$ cat src/rtl/hazard_ctrl_unit.sv
`default_nettype none
// ============================================================================
//  Module   : hazard_ctrl_unit
//  Purpose  : RAW hazard stall / branch flush controller for a 5-stage MIPS
//             pipeline, with saturating stall and flush cycle counters.
//  Revision : 1.0  initial release
// ============================================================================
module hazard_ctrl_unit #(
    parameter int REG_ADDR_W  = 5,
    parameter int FORWARDING  = 1,
    parameter int WB_BYPASS   = 1,
    parameter int FLUSH_DEPTH = 1,
    parameter int CNT_W       = 16
) (
    input  logic                  clk,
    input  logic                  reset,
    input  logic                  id_valid,
    input  logic [REG_ADDR_W-1:0] id_rs,
    input  logic [REG_ADDR_W-1:0] id_rt,
    input  logic                  id_uses_rs,
    input  logic                  id_uses_rt,
    input  logic [REG_ADDR_W-1:0] ex_dest,
    input  logic                  ex_regwrite,
    input  logic                  ex_memread,
    input  logic [REG_ADDR_W-1:0] mem_dest,
    input  logic                  mem_regwrite,
    input  logic [REG_ADDR_W-1:0] wb_dest,
    input  logic                  wb_regwrite,
    input  logic                  branch_taken,
    output logic                  stall_pc,
    output logic                  stall_ifid,
    output logic                  bubble_idex,
    output logic                  flush_ifid,
    output logic                  busy_flush,
    output logic [CNT_W-1:0]      stall_cycles,
    output logic [CNT_W-1:0]      flush_cycles
);

    localparam int FC_W = $clog2(FLUSH_DEPTH + 1);

    localparam logic [0:0]      c_run    = 1'b0;
    localparam logic [0:0]      c_flush  = 1'b1;
    localparam logic [FC_W-1:0] c_reload = FC_W'(FLUSH_DEPTH - 1);
    localparam logic [FC_W-1:0] c_one    = FC_W'(1);
    localparam logic [FC_W-1:0] c_zero   = '0;
    localparam logic [CNT_W-1:0] c_cnt_max = '1;
    localparam logic [REG_ADDR_W-1:0] c_r0 = '0;

    logic [0:0]      r_state;
    logic [0:0]      w_next_state;
    logic [FC_W-1:0] r_fcnt;
    logic [FC_W-1:0] w_next_fcnt;

    logic w_m_ex;
    logic w_m_mem;
    logic w_m_wb;
    logic w_haz_fwd;
    logic w_haz_nofwd;
    logic w_haz;

    // Register 0 is hard-wired to zero, so a write to it never creates a dependency.
    function automatic logic src_match(input logic [REG_ADDR_W-1:0] dest,
                                       input logic                  we);
        return we && (dest != c_r0) &&
               ((id_uses_rs && (id_rs == dest)) || (id_uses_rt && (id_rt == dest)));
    endfunction

    assign w_m_ex  = src_match(ex_dest,  ex_regwrite);
    assign w_m_mem = src_match(mem_dest, mem_regwrite);
    assign w_m_wb  = src_match(wb_dest,  wb_regwrite);

    assign w_haz_fwd   = id_valid && w_m_ex && ex_memread;
    assign w_haz_nofwd = id_valid && (w_m_ex || w_m_mem || (w_m_wb && (WB_BYPASS == 0)));
    assign w_haz       = (FORWARDING != 0) ? w_haz_fwd : w_haz_nofwd;

    always_comb begin
        stall_pc     = 1'b0;
        stall_ifid   = 1'b0;
        bubble_idex  = 1'b0;
        flush_ifid   = 1'b0;
        w_next_state = r_state;
        w_next_fcnt  = r_fcnt;
        case (r_state)
            c_run: begin
                // A redirect squashes the instruction that would have been stalled.
                if (branch_taken) begin
                    flush_ifid  = 1'b1;
                    bubble_idex = 1'b1;
                    if (FLUSH_DEPTH > 1) begin
                        w_next_state = c_flush;
                        w_next_fcnt  = c_reload;
                    end
                end else if (w_haz) begin
                    stall_pc    = 1'b1;
                    stall_ifid  = 1'b1;
                    bubble_idex = 1'b1;
                end
            end
            c_flush: begin
                flush_ifid  = 1'b1;
                bubble_idex = 1'b1;
                if (branch_taken) begin
                    w_next_fcnt = c_reload;
                end else if (r_fcnt == c_one) begin
                    w_next_state = c_run;
                    w_next_fcnt  = c_zero;
                end else begin
                    w_next_fcnt = r_fcnt - c_one;
                end
            end
            default: begin
                w_next_state = c_run;
                w_next_fcnt  = c_zero;
            end
        endcase
    end

    assign busy_flush = (r_state == c_flush);

    always_ff @(posedge clk or posedge reset) begin
        if (reset) begin
            r_state <= c_run;
            r_fcnt  <= c_zero;
        end else begin
            r_state <= w_next_state;
            r_fcnt  <= w_next_fcnt;
        end
    end

    always_ff @(posedge clk or posedge reset) begin
        if (reset) begin
            stall_cycles <= '0;
            flush_cycles <= '0;
        end else begin
            if (stall_pc && (stall_cycles != c_cnt_max)) begin
                stall_cycles <= stall_cycles + 1'b1;
            end
            if (flush_ifid && (flush_cycles != c_cnt_max)) begin
                flush_cycles <= flush_cycles + 1'b1;
            end
        end
    end

endmodule
`default_nettype wire

$ cat config.mk
export PLATFORM = sky130hd
export DESIGN_NAME = hazard_ctrl_unit
export DESIGN_NICKNAME = d
export VERILOG_FILES = /design/src/rtl/hazard_ctrl_unit.sv
export SDC_FILE = /design/constraint.sdc
export NUM_CORES = 1
export LEC_CHECK = 0
export CAP_MARGIN = 20
export CORE_MARGIN = 3
export CORE_UTILIZATION = 45
export CTS_BUF_LIST = sky130_fd_sc_hd__clkbuf_4
export DETAILED_ROUTE_END_ITERATION = 16
export PLACE_DENSITY_LB_ADDON = 0.1
export SYNTH_ARGS = -nofsm -noshare
export SYNTH_HDL_FRONTEND = slang
export SYNTH_SLANG_ARGS = --single-unit
$ cat constraint.sdc
create_clock -name clk -period 3.1 [get_ports clk]
set_input_delay 0.93 -clock clk [delete_from_list [all_inputs] [get_ports clk]]
set_output_delay 0.93 -clock clk [all_outputs]
set_load 0.01 [all_outputs]
==> flow_summary.ini <==
[status]
status = finished, final reports clean

[cts]
cts_setup_buffers = 0
cts.sinks = 34
htreeDepth = 2
cts_tree = yes
clk_pin_slew_worst_paths_ns = 0.10
clockBufferDepth = 2
root_buffer = clkbuf_4
cts_buffers = 5
clk_latency_ns = 0.34
hold_buffers = 0

[sta]
worst_pin_slew_ns = 0.411
min_period_over_period = 0.985
drv_slew = 0
relSlewSlack = 0.726
fin_hold_ws_ns = 0.480
setup-tns-final_ns = 0
setup_violations = 0
finClkSkew_ns = 0.00911
finalCriticalPeriod_ns = 3.05
finalHoldViolations = 0
fmax_ghz = 0.328

[drt]
maxUsedRoutingLayer = met4
wl_met2_um = 1950
drtPass1Iterations = 4
drt_iter0_drc = 74
drc = 0
wl_per_cell_um = 13.8
vias = 1559
route.met3.wl_um = 271
m1WireLength_um = 1730
routed_wl_um = 4020
viasPerCell = 5.34
antenna_left = 0

[pwr]
finalPower_mw = 1.07
p_per_area_nw_per_um2 = 415
leakagePower_nw = 1.17
ir_drop_mv = 0.197

[final_layout]
regArea_um2 = 851
num_antenna_cells = 0
n_fill_cell = 293
syn2layout_area_growth_pct = 40.1
fin_area_um2 = 2580
fin_nets = 280
multi_input_area_um2 = 966
drive_gt1_frac = 0.152
most-common-layout-cells = clkdlybuf4s50_1 (40), xnor2_1 (36), dfrtp_1 (34)
layout_commonest_cell = clkdlybuf4s50_1

[yosys]
synth_compound_gate_area_share = 0.0408
ys_warn_count = 0
ys_seq_area_frac = 0.462
synth-simple-area-share = 0.247
synthMuxAreaShare = 0.0197
synth_xor_area_frac = 0.190
synth_nets = 210
synthesis.instances = 173
synth_edf_count = 0
yosysUniqueCellTypes = 36
yosys.area_share.adder = 0.0136
syn-cell-area_um2 = 1840
yosys_register_bits = 34
ys.flop_type = dfrtp_1
synth_top_family_by_area = simple AND/OR/NAND/NOR gates
async_flop_share = 1.00
synth.avg_cell_area_um2 = 10.6

[place]
dp_hpwl_um = 3020
gp_congestion = 0.798
numPortBuffers = 59
dpl_cell_area_um2 = 2530

[critical_path]
cp_num_cells = 6
rrSetupSlack_ns = 1.20
cp_slowest_cell = or4_4
r2r_cells = 5
crit_fanout = 3
crit_buf_inv = 2
worst-endpoint-required_ns = 2.17
path_cells = dlygate4sd2_1 > or4_4 > o21a_1 > nand2_2 > nand2_1 > buf_2
worstPathArrival_ns = 2.12
critPathKind = in -> out
endpoint_kind = output pin
cp_top_family = simple AND/OR/NAND/NOR gates
max_stage_delay_ns = 0.43
crit_path_start_kind = input port

[global_routing]
grtUsageTotal = 0.176
grt.overflow.total = 0
grt_max_degree = 35
grt_pass1_wl_um = 6980
grt_pass1_vias = 1554
grt_antenna_before_repair = 0

[floorplan]
num_io_pins = 72
rows = 22
die_h_um = 70.0
core_um2 = 3800
start_util = 0.485
dieWidth_um = 70.0
dieArea_um2 = 4900

[min_path]
min_path_cells = 1
hold_path.class = reg -> reg

[run]
drv_cap = 0
cell families (layout without fill, tap and decap cells):
logic type / after synthesis / after routing
mux: 3 / 3
xor+xnor: 40 / 40
fa+ha+maj: 2 / 2
compound gates: 9 / 9
flops: 34 / 34
buf+inv: 9 / 80
simple gates: 76 / 76
through the flow:
step                worst slack [ns]   util  cells
floorplan                     0.0272      -    173
CTS                          0.00762  0.677    292
detailed placement            -0.661  0.666    284
finish                        0.0469  0.679    292
global route                -0.00393  0.679    292
global placement              -0.636  0.666    284
flip-flops by register name (all words and copies together), names as in the netlist:
signal        cells
flush_cycles     16
stall_cycles     16
busy_flush        1
r_fcnt            1
cell usage after synthesis, types with 2 or more instances:
master | instances | area (um2)
xnor2_1 | 37 | 324
dfrtp_1 | 34 | 851
nand4_1 | 18 | 113
nand3_1 | 15 | 75.1
and3_1 | 13 | 81.3
nor2_1 | 9 | 33.8
nand2_1 | 8 | 30.0
and4_1 | 3 | 26.3
inv_1 | 3 | 11.3
xor2_1 | 3 | 26.3
buf_4 | 2 | 15.0
ha_1 | 2 | 25.0
nor3_1 | 2 | 10.0
o21ai_0 | 2 | 10.0
worst register-to-register path, cell delays in order (launching register included):
cell and delay [ns]:
dfrtp_1 0.46, and4_4 0.29, nand4_4 0.11, or3_1 0.51, nand2_4 0.13, mux2_4 0.30
path summary, 6_finish.rpt:
kind | from | to
setup / recovery | ex_dest[4] | bubble_idex
hold / removal | r_fcnt$_DFFE_PP0P_ | r_fcnt$_DFFE_PP0P_
setup reg to reg | flush_cycles[4]$_DFFE_PP0P_ | flush_cycles[1]$_DFFE_PP0P_
hold reg to reg | r_fcnt$_DFFE_PP0P_ | r_fcnt$_DFFE_PP0P_
max in group asynchronous | reset | stall_cycles[14]$_DFFE_PP0P_
min in group asynchronous | reset | stall_cycles[4]$_DFFE_PP0P_
power breakdown:
part           total [mW]  switching, mW  internal (mW)
combinational       0.279          0.109          0.170
clock               0.236          0.142         0.0938
sequential          0.555         0.0657          0.489
total                1.07          0.317          0.753
layer usage:
metal,GRT usage,vias to the layer above
met4,0.0702,0
met1,0.226,736
met5,0,-
met3,0.0489,5
li1,-,760
met2,0.281,58
final cells by class:
class / count / share of cell area
clock buffer: 6 / 0.0175
clock inverter: 2 / 0.00339
inverter: 4 / 0.00582
multi-input combinational: 130 / 0.374
sequential: 34 / 0.330
tap: 48 / 0.0233
timing repair buffer: 68 / 0.246
what timing repair did:
action,CTS,global route
endpoints found under the setup margin,4,3
resized for setup,33,9
hold endpoints to repair,0,0
pin swaps,10,11
No activity file was read; power rests on OpenSTA's default activity.
